===== config.mk =====
export PLATFORM = sky130hd
export DESIGN_NAME = calc_entry_seq
export DESIGN_NICKNAME = d
export VERILOG_FILES = /design/src/rtl/calc_pkg.sv /design/src/rtl/btn_debounce.sv /design/src/rtl/calc_entry_seq.sv
export SDC_FILE = /design/constraint.sdc
export NUM_CORES = 1
export LEC_CHECK = 0
export BUFFER_PORTS_ARGS = -buffer_cell sky130_fd_sc_hd__buf_2
export CORE_UTILIZATION = 25
export CTS_CLUSTER_SIZE = 24
export DETAILED_ROUTE_END_ITERATION = 16
export REMOVE_ABC_BUFFERS = 1
export SLEW_MARGIN = 10
export SYNTH_ARGS = -nofsm -noshare
export SYNTH_HDL_FRONTEND = slang
export SYNTH_HIERARCHICAL = 1
export SYNTH_SLANG_ARGS = --single-unit

===== constraint.sdc =====
create_clock -name clk -period 2.35 [get_ports clk]
set_input_delay 0.3525 -clock clk [delete_from_list [all_inputs] [get_ports clk]]
set_output_delay 0.3525 -clock clk [all_outputs]
set_load 0.005 [all_outputs]

===== src/rtl/calc_pkg.sv =====
// Shared types and constants for the calculator operand-entry front-end.
//   entry_state_t : operand-entry FSM states, encoded as driven onto the LED port
//   CALC_WIDTH    : default operand width of the downstream calculator
package calc_pkg;

    typedef enum logic [1:0] {
        LOAD_A = 2'd0,
        LOAD_B = 2'd1,
        EXEC   = 2'd2,
        SHOW   = 2'd3
    } entry_state_t;

    localparam int CALC_WIDTH = 4;

endpackage


===== src/rtl/btn_debounce.sv =====
// Pushbutton conditioner: 2-flop synchronizer, stability-count debouncer and
// rising-edge pulse generator.
// Ports:
//   clk   in  system clock
//   clr   in  synchronous active-high reset
//   btn   in  raw asynchronous bouncing button
//   press out one-cycle pulse, one cycle after the debounced level rises
module btn_debounce #(
    parameter int DB_CYCLES = 16
) (
    input  logic clk,
    input  logic clr,
    input  logic btn,
    output logic press
);

    localparam int CNT_W = (DB_CYCLES > 1) ? $clog2(DB_CYCLES) : 1;
    localparam logic [CNT_W-1:0] CNT_LAST = CNT_W'(DB_CYCLES - 1);

    logic             sync1_r;
    logic             btn_sync_r;
    logic             level_r;
    logic             level_d_r;
    logic [CNT_W-1:0] cnt_r;

    // Two-flop synchronizer bringing the asynchronous button into the clk domain
    always_ff @(posedge clk) begin
        if (clr) begin
            sync1_r    <= 1'b0;
            btn_sync_r <= 1'b0;
        end else begin
            sync1_r    <= btn;
            btn_sync_r <= sync1_r;
        end
    end

    // Debounce counter: any cycle of agreement restarts the count, so a
    // level change needs DB_CYCLES consecutive cycles of disagreement
    always_ff @(posedge clk) begin
        if (clr) begin
            cnt_r   <= {CNT_W{1'b0}};
            level_r <= 1'b0;
        end else if (btn_sync_r != level_r) begin
            if (cnt_r == CNT_LAST) begin
                cnt_r   <= {CNT_W{1'b0}};
                level_r <= ~level_r;
            end else begin
                cnt_r <= cnt_r + {{(CNT_W-1){1'b0}}, 1'b1};
            end
        end else begin
            cnt_r <= {CNT_W{1'b0}};
        end
    end

    // Rising-edge detect on the debounced level; releases produce no pulse
    always_ff @(posedge clk) begin
        if (clr) begin
            level_d_r <= 1'b0;
            press     <= 1'b0;
        end else begin
            level_d_r <= level_r;
            press     <= level_r & ~level_d_r;
        end
    end

endmodule


===== src/rtl/calc_entry_seq.sv =====
// Operand-entry sequencer for the 4-bit add/subtract calculator.
// One debounced button steps through: capture A, capture B/Sub/RC, strobe en
// for one cycle, then show the result until the next press starts a new entry.
// Ports:
//   clk, clr         clock and synchronous active-high reset
//   btn              raw pushbutton
//   sw, sub_sw, rc_sw operand / subtract / signed-select switches
//   A, B, Sub, RC    registered calculator inputs
//   en               one-cycle calculator load strobe (high while in EXEC)
//   state            current FSM state for LEDs
// Build option: define CALC_ENTRY_TIMEOUT_EN to abandon an entry left idle in
// LOAD_B for TIMEOUT_CYCLES cycles (back to LOAD_A with A cleared, no en).
module calc_entry_seq
    import calc_pkg::*;
#(
    parameter int WIDTH          = CALC_WIDTH,
    parameter int DB_CYCLES      = 16,
    parameter int TIMEOUT_CYCLES = 1024
) (
    input  logic             clk,
    input  logic             clr,
    input  logic             btn,
    input  logic [WIDTH-1:0] sw,
    input  logic             sub_sw,
    input  logic             rc_sw,
    output logic [WIDTH-1:0] A,
    output logic [WIDTH-1:0] B,
    output logic             Sub,
    output logic             RC,
    output logic             en,
    output logic [1:0]       state
);

    entry_state_t state_r;
    entry_state_t state_next_s;
    logic         press_s;
    logic         cap_a_s;
    logic         cap_b_s;
    logic         clr_a_s;
    logic         timeout_s;

    btn_debounce #(
        .DB_CYCLES (DB_CYCLES)
    ) u_db (
        .clk   (clk),
        .clr   (clr),
        .btn   (btn),
        .press (press_s)
    );

`ifdef CALC_ENTRY_TIMEOUT_EN
    localparam int IDLE_W = (TIMEOUT_CYCLES > 1) ? $clog2(TIMEOUT_CYCLES) : 1;
    localparam logic [IDLE_W-1:0] IDLE_LAST = IDLE_W'(TIMEOUT_CYCLES - 1);

    logic [IDLE_W-1:0] idle_r;

    // Idle counter: runs only while waiting in LOAD_B; it is zero on the first
    // LOAD_B cycle because it is held at zero in every other state
    always_ff @(posedge clk) begin
        if (clr) begin
            idle_r <= {IDLE_W{1'b0}};
        end else if ((state_r != LOAD_B) || press_s) begin
            idle_r <= {IDLE_W{1'b0}};
        end else begin
            idle_r <= idle_r + {{(IDLE_W-1){1'b0}}, 1'b1};
        end
    end

    assign timeout_s = (state_r == LOAD_B) && (idle_r == IDLE_LAST);
`else
    assign timeout_s = 1'b0;
`endif

    // Next-state and capture decode; a press always beats a coincident timeout
    always_comb begin
        state_next_s = state_r;
        cap_a_s      = 1'b0;
        cap_b_s      = 1'b0;
        clr_a_s      = 1'b0;
        case (state_r)
            LOAD_A: begin
                if (press_s) begin
                    cap_a_s      = 1'b1;
                    state_next_s = LOAD_B;
                end else begin
                    state_next_s = LOAD_A;
                end
            end
            LOAD_B: begin
                if (press_s) begin
                    cap_b_s      = 1'b1;
                    state_next_s = EXEC;
                end else if (timeout_s) begin
                    clr_a_s      = 1'b1;
                    state_next_s = LOAD_A;
                end else begin
                    state_next_s = LOAD_B;
                end
            end
            EXEC: begin
                state_next_s = SHOW;
            end
            SHOW: begin
                if (press_s) begin
                    cap_a_s      = 1'b1;
                    state_next_s = LOAD_B;
                end else begin
                    state_next_s = SHOW;
                end
            end
            default: begin
                state_next_s = LOAD_A;
            end
        endcase
    end

    // State register; en is registered from the next state so it is high
    // exactly while the state register holds EXEC
    always_ff @(posedge clk) begin
        if (clr) begin
            state_r <= LOAD_A;
            en      <= 1'b0;
        end else begin
            state_r <= state_next_s;
            en      <= (state_next_s == EXEC);
        end
    end

    // Operand registers: switches are only sampled on a capturing press
    always_ff @(posedge clk) begin
        if (clr) begin
            A   <= {WIDTH{1'b0}};
            B   <= {WIDTH{1'b0}};
            Sub <= 1'b0;
            RC  <= 1'b0;
        end else begin
            if (cap_a_s) begin
                A <= sw;
            end else if (clr_a_s) begin
                A <= {WIDTH{1'b0}};
            end
            if (cap_b_s) begin
                B   <= sw;
                Sub <= sub_sw;
                RC  <= rc_sw;
            end
        end
    end

    assign state = state_r;

endmodule


Word-level counts from Yosys, hierarchy flattened
Cells that the tools add are included.
{"block": "word_totals", "register_bits": 22, "in_bits": 9, "output_inout_bits": 13, "elab_cells": 35}
{"block": "classes", "addsub": 1, "n_eq_ne": 6, "mux": 8, "bitwise": 4, "reduce_logical": 4}
{"operator": "$pmux W2 S4", "n": 1}
{"operator": "$eq A2 B2 Y1 const B", "n": 3}
{"operator": "$add A4 B1 Y4 const B", "n": 1}
{"operator": "$eq A4 B4 Y1 const B", "n": 1}
{"operator": "$mux W1", "n": 4}
{"operator": "$mux W2", "n": 2}
{"operator": "$mux W4", "n": 1}
{"operator": "$not A1 Y1", "n": 3}
{"operator": "$reduce_or A3 Y1", "n": 1}
{"operator": "$eq A2 B1 Y1 const B", "n": 1}
{"operator": "$logic_not A2 Y1", "n": 1}
{"operator": "$reduce_and A2 Y1", "n": 1}
{"operator": "$reduce_or A2 Y1", "n": 1}
{"operator": "$and A1 B1 Y1", "n": 1}
{"operator": "$ne A1 B1 Y1", "n": 1}

Longest topological paths before layout
Gate-level depths: netlist of the first run.
{"block": "depth", "ltp_word": 4, "mapped_depth": 6, "depth_no_buf": 5}

By module
The synthesis of the first run kept the hierarchy.
{"mod": "calc_entry_seq", "instances": 1, "cells_each": 58, "area_per_inst_um2": 528.0, "seq_area_each_um2": 260.2}
{"mod": "btn_debounce", "instances": 1, "cells_each": 27, "area_per_inst_um2": 304.0, "seq_area_each_um2": 180.2}

Worst setup path before layout of the first run
No wires, ideal clock.
{"block": "synth_timing", "path_kind": "register to register", "from": "register state_r[0], in the netlist state[0]", "to": "register A[0]", "setup_time_ns": 0.128, "arrival_time_ns": 1.158, "t_required_ns": 2.222, "setup_slack_ns": 1.065, "stages_incl_launch_ff": 7, "path_buffers": 1, "period_less_slack_ns": 1.285, "cell_sequence": "dfxtp_1 inv_1 ha_1 nand2b_1 clkbuf_2 mux2i_1 nor2_1"}
{"block": "synth_via", "elab_chain_cells": 3, "word_cells_on_any_way": 4, "classes_between": "eq/ne (1); mux (1); reduce/logical (2)"}
{"element": "start, declared", "line": "calc_entry_seq.sv:34", "rtl": "entry_state_t state_r;"}
{"element": "start signal, assigned", "line": "calc_entry_seq.sv:124", "rtl": "state_r <= state_next_s;"}
{"element": "$eq A2 B2 Y1 or $logic_not A2 Y1 (tied branches)", "line": "calc_entry_seq.sv:80", "rtl": "case (state_r)"}
{"element": "$reduce_or A2 Y1 (no line) *"}
{"element": "$mux W1 *"}
{"element": "end signal, assigned", "line": "calc_entry_seq.sv:132", "rtl": "A <= {WIDTH{1'b0}};"}
{"element": "end signal, assigned", "line": "calc_entry_seq.sv:138", "rtl": "A <= sw;"}
{"element": "end signal, assigned", "line": "calc_entry_seq.sv:140", "rtl": "A <= {WIDTH{1'b0}};"}
{"element": "end, declared", "line": "calc_entry_seq.sv:26", "rtl": "output logic [WIDTH-1:0] A,"}
Mark *: on every way between the ends. The rest lies on a longest branch, timed or not.
A chain may end at the register's enable or synchronous reset.

Final worst setup path of the first run
{"block": "layout_timing", "from": "register state_r[0], in the netlist state[0]", "to": "register A[3]"}
The elaborated chain is that of the path after synthesis.

==> reports/metrics.cfg, run 1 <==
[status]
status = completed

[critical_path]
r2r-start = state[0]
criticalPathCategory = flip-flop to flip-flop
rr_worst_depth = 5
crit_path_start = state[0]
worstPathCellList = inv_1, ha_1, nand2b_1, mux2i_1, nor2_1
worstPathArrival_ns = 1.59
cp_slowest_cell = dfxtp_1
cp-start-kind = flip-flop
worstPathMaxFanout = 4
rrSetupSlack_ns = 0.96
end_kind = flip-flop
crit_required_ns = 2.55
max_stage_delay_ns = 0.41

[sta]
drv_slew = 0
fin_setup_tns_ns = 0
final_hold_viol_count = 0
setup_viol = 0
fin_crit_ns = 1.39
slew_headroom = 0.750
rsz0062_at_grt = no
clock-skew-final_ns = 0.000917
worst_pin_slew_ns = 0.365
post-route-period-util = 0.594
max_freq_mhz = 717

[cells_and_area]
fin_nets = 122
finish.instance_area_sq_um = 1030
final_cell_mix = dfxtp_1, buf_2, nand2_1
layout_commonest_cell = dfxtp_1
seq_area_sq_um = 440
multi_input_area_sq_um = 363
diodes = 0
drive_gt1_frac = 0.280
area.growth.synth_to_final_pct = 23.9
fill_cells = 353

[global_routing]
track_usage = 0.0996
overflow = 0
antenna_found_initial = 0
grt_max_degree = 19
grt_pass1_wl_mm = 2.61
grt_pass1_vias = 640

[die]
die_w_microns = 59.7
start_util = 0.268
die_area_sq_um = 3560
num_rows = 20
die_h_microns = 59.7
coreArea_sq_um = 3100
pin_count = 22

[yosys]
synth-edff-count = 0
synthArstFlopShare = 0
syn_area_per_cell_sq_um = 9.79
synth_warnings = 6
synth.distinct_cells = 23
synthAdderAreaFrac = 0.0752
synth-xor-area-share = 0.0316
synth.area.mux_share = 0.0602
synth_top_family_by_area = simple AND/OR/NAND/NOR gates
synthSimpleGateAreaFrac = 0.198
ys_seq_area_frac = 0.529
ys_seq_elements = 22
synth_compound_area_frac = 0.0707
netlist_instances = 85
synth_ff_type = dfxtp_1
synth_area_sq_um = 832

[drt]
drc = 0
via_count = 626
firstDrtPassIters = 4
ant_nets = 0
wirelength_mm = 1.49
drtIter0Drc = 14
avgViaCountPerCell = 4.15
avgRoutedWirePerCell_microns = 9.89

[power_and_ir_drop]
p_leak_nw = 0.452
p_per_area_nw_per_um2 = 654
ir_drop_uv = 420

[worst_hold_path]
whs_path_depth = 2
hold_path.class = primary input to flip-flop
hp-start = btn

[placed_design]
io_buffers = 21
place_congestion = 0.690
placed_cell_area_sq_um = 978
place_hpwl_mm = 1.18

[clock_network]
numCtsBuffers = 3
cts_root_buffer = clkbuf_4
hold_buffers = 0
cts_tree = done
h-tree-depth = 1
post_cts_buffers = 0
cts_max_path_buffers = 2
clk_pin_slew_ns = 0.12
clock_latency_ns = 0.30
cts_num_sinks = 22
ctsResizeCount = 0

[flow_run]
maxCapViolCount = 0

==> power breakdown <==
group / switching, W / internal [W] / leakage, nW
Sequential: 0.000000975 / 0.000375 / 0.178
Clock: 0.000110 / 0.000172 / 0.0279
Combinational: 0.00000894 / 0.00000718 / 0.246
Total: 0.000120 / 0.000554 / 0.452
==> cells in the mapped netlist (2+ instances only) <==
cell | count | area [sq um]
ha_1 | 5 | 62.6
nor2b_1 | 4 | 25.0
nand2_1 | 13 | 48.8
xnor2_1 | 2 | 17.5
dfxtp_1 | 22 | 440
nor2_1 | 9 | 33.8
mux2i_1 | 5 | 50.1
a211oi_1 | 2 | 15.0
a21oi_1 | 7 | 35.0
inv_1 | 3 | 11.3
==> path summary, 6_finish.rpt <==
path                                      to
worst max-delay path                    A[3]
worst max register to register          A[3]
worst min-delay path            u_db/sync1_r
worst min register to register    u_db/press
==> cells by family after synthesis <==
| family | Yosys count |
|---|---|
| and+or+nand+nor | 33 |
| DFF | 22 |
| AOI/OAI and AO/OA | 10 |
| buffers and inverters | 7 |
| muxes | 5 |
| adders and majority gates | 5 |
| xor gates and xnor gates | 3 |
==> layout make-up <==
class | instances | share of cell area
Sequential cell | 22 | 0.427
Multi-Input combinational cell | 56 | 0.352
Timing Repair Buffer | 21 | 0.102
Tap cell | 44 | 0.0534
Clock inverter | 1 | 0.0291
Clock buffer | 3 | 0.0218
Inverter | 4 | 0.0146
==> registers in the layout, indices dropped and copies added (netlist names), 2 cells and up <==
signal      count
A               4
B               4
state           2
u_db/cnt_r      4
==> per-stage QoR <==
step           total power [W]  worst slack [ns]  hold slack, ns  utilization  cells
2_1_floorplan         0.000388              1.07           0.367            -     82
3_3_place_gp          0.000400              1.00           0.373        0.315    147
3_5_place_dp          0.000401             0.961           0.387        0.315    147
4_1_cts               0.000685             0.937           0.238        0.332    151
5_1_grt               0.000702             0.835           0.243        0.332    151
6_report              0.000674             0.955           0.249        0.332    151
==> worst max-delay path, delay by kind of cell, from the launching register on <==
| family | cells | cell delay, ns |
|---|---|---|
| simple gates | 2 | 0.28 |
| buf+inv | 1 | 0.09 |
| mux | 1 | 0.23 |
| fa+ha+maj | 1 | 0.27 |
| flops | 1 | 0.41 |
==> layer usage <==
| metal | GRT usage | vias to the layer above | wire (microns) |
|---|---|---|---|
| li1 | - | 323 | - |
| met1 | 0.109 | 286 | 646 |
| met2 | 0.178 | 17 | 748 |
| met3 | 0.0498 | 0 | 99 |
| met4 | 0.00997 | 0 | 0 |
| met5 | 0 | - | 0 |
Power figures use the tool's default switching activity.
==> run 2: changes to the inputs <==
clock period = 1.3 ns   (was 2.35 ns; I/O delays follow)
==> run 2 against run 1 <==
Clock power grew 30%. Non-clock buffer count grew 4. Clock skew grew 0.0032 ns. Maximum frequency grew 11%. Register-to-register slack lost 0.91 ns. Via count grew 0.48%. Total power grew 60%. First-iteration DRC count shrank 71%. Sequential share of layout area shrank 1.4 points. Critical path type unchanged. Critical endpoint is now A[1]. Highest routed layer is now met4.
==> reports/metrics.cfg, run 2 (synthesis gave the netlist of run 1 again) <==
[power_and_ir_drop]
p_per_area_nw_per_um2 = 998  ; was 654 nW/um^2
p_leak_nw = 0.457  ; was 0.452 nW
ir_drop_uv = 504  ; was 420 uV
total_power_w = 0.00108  ; was 0.000674 W

[global_routing]
grt_max_degree = 13  ; was 19
top_usage_layer = met2  ; unchanged
track_usage = 0.0957  ; was 0.0996
antenna_found_initial = 0  ; unchanged
globalRouteMet1Util = 0.112  ; was 0.109
grt_pass1_vias = 590  ; was 640
grt_use_met3 = 0.0498  ; unchanged
overflow = 0  ; unchanged
grtUsageMet2 = 0.151  ; was 0.178
grt_pass1_wl_mm = 2.47  ; was 2.61 mm

[die]
die_w_microns = 59.7  ; unchanged
pin_count = 22  ; unchanged
die_area_sq_um = 3560  ; unchanged
coreArea_sq_um = 3100  ; unchanged
start_util = 0.268  ; unchanged
die_h_microns = 59.7  ; unchanged
num_rows = 20  ; unchanged

[worst_hold_path]
hold_path.class = primary input to flip-flop  ; unchanged
worstHoldEndpoint = u_db/sync1_r  ; unchanged
whs_path_depth = 2  ; unchanged
hp-start = btn  ; unchanged

[sta]
final_hold_viol_count = 0  ; unchanged
fin_crit_ns = 1.25  ; was 1.39 ns
clock-skew-final_ns = 0.00413  ; was 0.000917 ns
rsz0062_at_grt = yes  ; was no
fin_setup_tns_ns = 0  ; unchanged
slew_headroom = 0.802  ; was 0.750
fin_ws_ns = 0.0456  ; was 0.955 ns
post-route-period-util = 0.965  ; was 0.594
max_freq_mhz = 797  ; was 717 MHz
worst_pin_slew_ns = 0.296  ; was 0.365 ns
drv_slew = 0  ; unchanged
setup_viol = 0  ; unchanged

[clock_network]
cts_root_buffer = clkbuf_4  ; unchanged
numCtsBuffers = 3  ; unchanged
cts_num_sinks = 22  ; unchanged
clk_pin_slew_ns = 0.11  ; was 0.12 ns
cts_max_path_buffers = 2  ; unchanged
clock_latency_ns = 0.31  ; was 0.30 ns
cts_tree = done  ; unchanged
h-tree-depth = 1  ; unchanged
hold_buffers = 0  ; unchanged

[placed_design]
place_congestion = 0.663  ; was 0.690
place_hpwl_mm = 1.14  ; was 1.18 mm
pre_cts_ws_ns = -0.0615  ; was 0.961 ns
io_buffers = 21  ; unchanged
placed_cell_area_sq_um = 1000  ; was 978 sq um

[drt]
avgRoutedWirePerCell_microns = 9.79  ; was 9.89 microns
drtIter0Drc = 4  ; was 14
firstDrtPassIters = 3  ; was 4
via_count = 629  ; was 626
avgViaCountPerCell = 4.06  ; was 4.15
drc = 0  ; unchanged
ant_nets = 0  ; unchanged
wirelength_mm = 1.52  ; was 1.49 mm

[critical_path]
worstPathArrival_ns = 1.47  ; was 1.59 ns
r2r-start = state[1]  ; was state[0]
crit_required_ns = 1.51  ; was 2.55 ns
end_kind = flip-flop  ; unchanged
criticalPathCategory = flip-flop to flip-flop  ; unchanged
rrSetupSlack_ns = 0.05  ; was 0.96 ns
worstPathMaxFanout = 4  ; unchanged
rr_worst_depth = 5  ; unchanged
rr_endpoint = A[1]  ; was A[3]
cp-start-kind = flip-flop  ; unchanged

[cells_and_area]
reg_top3 = A (4), B (4), u_db/cnt_r (4)  ; unchanged
fin_nets = 126  ; was 122
diodes = 0  ; unchanged
drive_gt1_frac = 0.423  ; was 0.280
layout_commonest_cell = buf_2  ; was dfxtp_1
finish.instance_area_sq_um = 1080  ; was 1030 sq um
post-route-util = 0.348  ; was 0.332
area.growth.synth_to_final_pct = 29.8  ; was 23.9%
final_cell_mix = buf_2, dfxtp_1, nand2_1  ; was dfxtp_1, buf_2, nand2_1

[status]
status = completed  ; unchanged

[flow_run]
maxCapViolCount = 0  ; unchanged

-- run 2: cell count changes in the layout (fill, tap and decap cells not counted), sizes merged --
cell,delta
bufinv,-1
buf,+4
clkbuf,+1
-- run 2: through the flow --
step / hold slack (ns) / instances
after floorplan: 0.264 / 82
after global placement: 0.372 / 150
after detailed placement: 0.380 / 150
after CTS: 0.0723 / 154
after global routing: 0.0955 / 155
final: 0.0865 / 155
-- run 2: per-layer routing --
| metal | routed length, microns | part of all wire |
|---|---|---|
| met5 | 0 | 0 |
| met3 | 92 | 0.061 |
| met2 | 724 | 0.48 |
| met1 | 690 | 0.45 |
| met4 | 10 | 0.0066 |
-- run 2: final cells by class --
cell class | instances | area, sq um
Fill cell | 353 | 2020
Sequential cell | 22 | 447
Multi-Input combinational cell | 56 | 392
Timing Repair Buffer | 25 | 135
Tap cell | 44 | 55.1
Clock buffer | 4 | 36.3
Inverter | 4 | 15.0
-- run 2: power breakdown --
| part | internal, W | leakage [nW] | switching, W |
|---|---|---|---|
| Combinational | 0.0000151 | 0.257 | 0.0000166 |
| Sequential | 0.000676 | 0.179 | 0.00000179 |
| Clock | 0.000171 | 0.0210 | 0.000197 |
| Total | 0.000862 | 0.457 | 0.000216 |
-- run 2: worst max path at each step --
stage	to	slack, ns	startpoint	depth (start not counted)
floorplan	en	0.02	state[0]	4
global placement	A[1]	0.0005	state[0]	5
detailed placement	A[1]	-0.06	state[0]	5
CTS	u_db/cnt_r[2]	0.003	u_db/cnt_r[0]	4
global route	A[1]	-0.01	state[0]	5
finish	A[1]	0.05	state[1]	5
-- run 2: critical path, stage by stage, from the launching register on --
cell and delay (ns):
dfxtp_2 0.38, inv_2 0.05, ha_2 0.30, nand2b_4 0.15, mux2i_2 0.21, nor2_1 0.06
-- run 2: repair_timing --
item                                    4_1_cts  5_1_grt
gates resized for setup                       6       10
pin swaps                                     0        1
endpoints found under the hold margin         0        0
gates cloned                                  0        0
endpoints found under the setup margin        6       11
buffers inserted                              0        1
==> run 3: changes to the inputs <==
CORE_ASPECT_RATIO = 1.4   (was not set)
==> run 3 against run 2 <==
Via count is 2.2% higher. Non-clock buffer count stayed put. Utilization is 0.71 points lower. Worst setup slack better by 0.0040 ns. Cell count is 3.9% lower. Critical path type unchanged. Maximum frequency is 0.32% higher. Total power is 2.9% higher. Critical endpoint is now u_db/cnt_r[2].
==> reports/metrics.cfg, run 3 (synthesis gave the netlist of run 1 again) <==
[drt]
avgRoutedWirePerCell_microns = 10.7  ; was 9.79 microns
avgViaCountPerCell = 4.32  ; was 4.06
drc = 0  ; unchanged
wirelength_mm = 1.59  ; was 1.52 mm
firstDrtPassIters = 4  ; was 3
via_count = 643  ; was 629
drtIter0Drc = 11  ; was 4
ant_nets = 0  ; unchanged

[sta]
final_hold_viol_count = 0  ; unchanged
max_freq_mhz = 800  ; was 797 MHz
setup_viol = 0  ; unchanged
fin_crit_ns = 1.25  ; about the same
clock-skew-final_ns = 0.00251  ; was 0.00413 ns
drv_slew = 0  ; unchanged
slew_headroom = 0.797  ; was 0.802
post-route-period-util = 0.962  ; was 0.965
rsz0062_at_grt = yes  ; unchanged
holdWs_ns = 0.146  ; was 0.0865 ns
fin_ws_ns = 0.0495  ; was 0.0456 ns
worst_pin_slew_ns = 0.304  ; was 0.296 ns

[clock_network]
cts_root_buffer = clkbuf_8  ; was clkbuf_4
cts_max_path_buffers = 2  ; unchanged
cts_num_sinks = 22  ; unchanged
clock_latency_ns = 0.25  ; was 0.31 ns
clk_pin_slew_ns = 0.07  ; was 0.11 ns
numCtsBuffers = 3  ; unchanged
h-tree-depth = 1  ; unchanged
cts_tree = done  ; unchanged

[die]
die_area_sq_um = 3570  ; was 3560 sq um
coreArea_sq_um = 3150  ; was 3100 sq um
num_rows = 24  ; was 20
pin_count = 22  ; unchanged
die_h_microns = 70.3  ; was 59.7 microns
die_w_microns = 50.8  ; was 59.7 microns
start_util = 0.264  ; was 0.268

[status]
status = completed  ; unchanged

[power_and_ir_drop]
p_per_area_nw_per_um2 = 1030  ; was 998 nW/um^2
p_seq_frac = 0.610  ; was 0.629
switching_share = 0.192  ; was 0.200
combinationalPowerShare = 0.028  ; was 0.029
p_switching_w = 0.000213  ; was 0.000216 W
power.internal_w = 0.000896  ; was 0.000862 W
ir_drop_uv = 632  ; was 504 uV
p_leak_nw = 0.462  ; was 0.457 nW
clkPwrFrac = 0.361  ; was 0.342

[global_routing]
grt_max_degree = 13  ; unchanged
overflow = 0  ; unchanged
grt_pass1_wl_mm = 2.71  ; was 2.47 mm
grt_pass1_vias = 660  ; was 590
antenna_found_initial = 0  ; unchanged
track_usage = 0.0983  ; was 0.0957

[placed_design]
pre_cts_ws_ns = -0.0481  ; was -0.0615 ns
dp_cells = 146  ; was 150
place_hpwl_mm = 1.25  ; was 1.14 mm
io_buffers = 21  ; unchanged
place_congestion = 0.629  ; was 0.663

[critical_path]
worstPathMaxFanout = 4  ; unchanged
cp-start-kind = flip-flop  ; unchanged
criticalPathCategory = flip-flop to flip-flop  ; unchanged
max_stage_delay_ns = 0.39  ; was 0.38 ns
worstPathCellList = ha_2, and3_4, or3_4, nor2_1  ; was inv_2, ha_2, nand2b_4, mux2i_2, nor2_1
cp_slowest_cell = or3_4  ; was dfxtp_2
crit_buf_inv = 0  ; was 1
crit_required_ns = 1.49  ; was 1.51 ns
critical-path-top-delay-family = simple AND/OR/NAND/NOR gates  ; was flip-flops
worstPathArrival_ns = 1.44  ; was 1.47 ns
end_kind = flip-flop  ; unchanged

[cells_and_area]
final_cell_mix = buf_2, dfxtp_1, nand2_1  ; unchanged
drive_gt1_frac = 0.400  ; was 0.423
layout.cells.non_filler = 149  ; was 155
fin_nets = 126  ; unchanged
diodes = 0  ; unchanged
fill_cells = 338  ; was 353
area.growth.synth_to_final_pct = 29.2  ; was 29.8%
layout_commonest_cell = buf_2  ; unchanged
reg_top3 = A (4), B (4), u_db/cnt_r (4)  ; unchanged

[worst_hold_path]
hold_path.class = primary input to flip-flop  ; unchanged

[flow_run]
maxCapViolCount = 0  ; unchanged

==> run 3: final timing paths <==
check / from / endpoint / slack [ns] / cells after the start
worst max-delay path: u_db/cnt_r[0] / u_db/cnt_r[2] / 0.05 / 4
worst max register to register: u_db/cnt_r[0] / u_db/cnt_r[2] / 0.05 / 4
worst min-delay path: btn / u_db/sync1_r / 0.15 / 2
worst min register to register: u_db/level_d_r / u_db/press / 0.39 / 1
==> run 3: area by class of cell <==
type                            instances  area [sq um]  share of cell area
Sequential cell                        22           445               0.414
Multi-Input combinational cell         56           389               0.362
Timing Repair Buffer                   25           135               0.126
Tap cell                               39          48.8              0.0454
Clock buffer                            3          41.3              0.0384
Inverter                                4          15.0              0.0140
==> run 3: repair_timing <==
action / in CTS / in global routing
hold buffers: 0 / 0
setup endpoints to repair: 6 / 15
setup buffers: 0 / 0
resized for setup: 2 / 12
==> run 3: per-layer routing <==
layer / up-vias / wire length [microns] / global-route usage
met5: - / 0 / 0
met4: 0 / 10 / 0.0278
met3: 2 / 69 / 0.0218
met2: 16 / 828 / 0.178
met1: 300 / 683 / 0.112
li1: 325 / - / -
==> run 3: stage by stage <==
step                      area (sq um)   util  power (W)  setup TNS [ns]
after CTS                         1050  0.332    0.00113        -0.00103
after global routing              1070  0.341    0.00117         -0.0129
after floorplan                    818      -   0.000701               0
after global placement            1000  0.318   0.000726         -0.0749
final                             1070  0.341    0.00111               0
after detailed placement          1000  0.318   0.000726          -0.168
==> run 3: power by group through the flow <==
stage | Clock [W] | Combinational [W] | Sequential (W)
final | 0.000401 | 0.0000315 | 0.000677
after detailed placement | 0 | 0.0000313 | 0.000695
after CTS | 0.000415 | 0.0000315 | 0.000679
after global routing | 0.000453 | 0.0000356 | 0.000677
after floorplan | 0 | 0.00000633 | 0.000694
after global placement | 0 | 0.0000314 | 0.000695
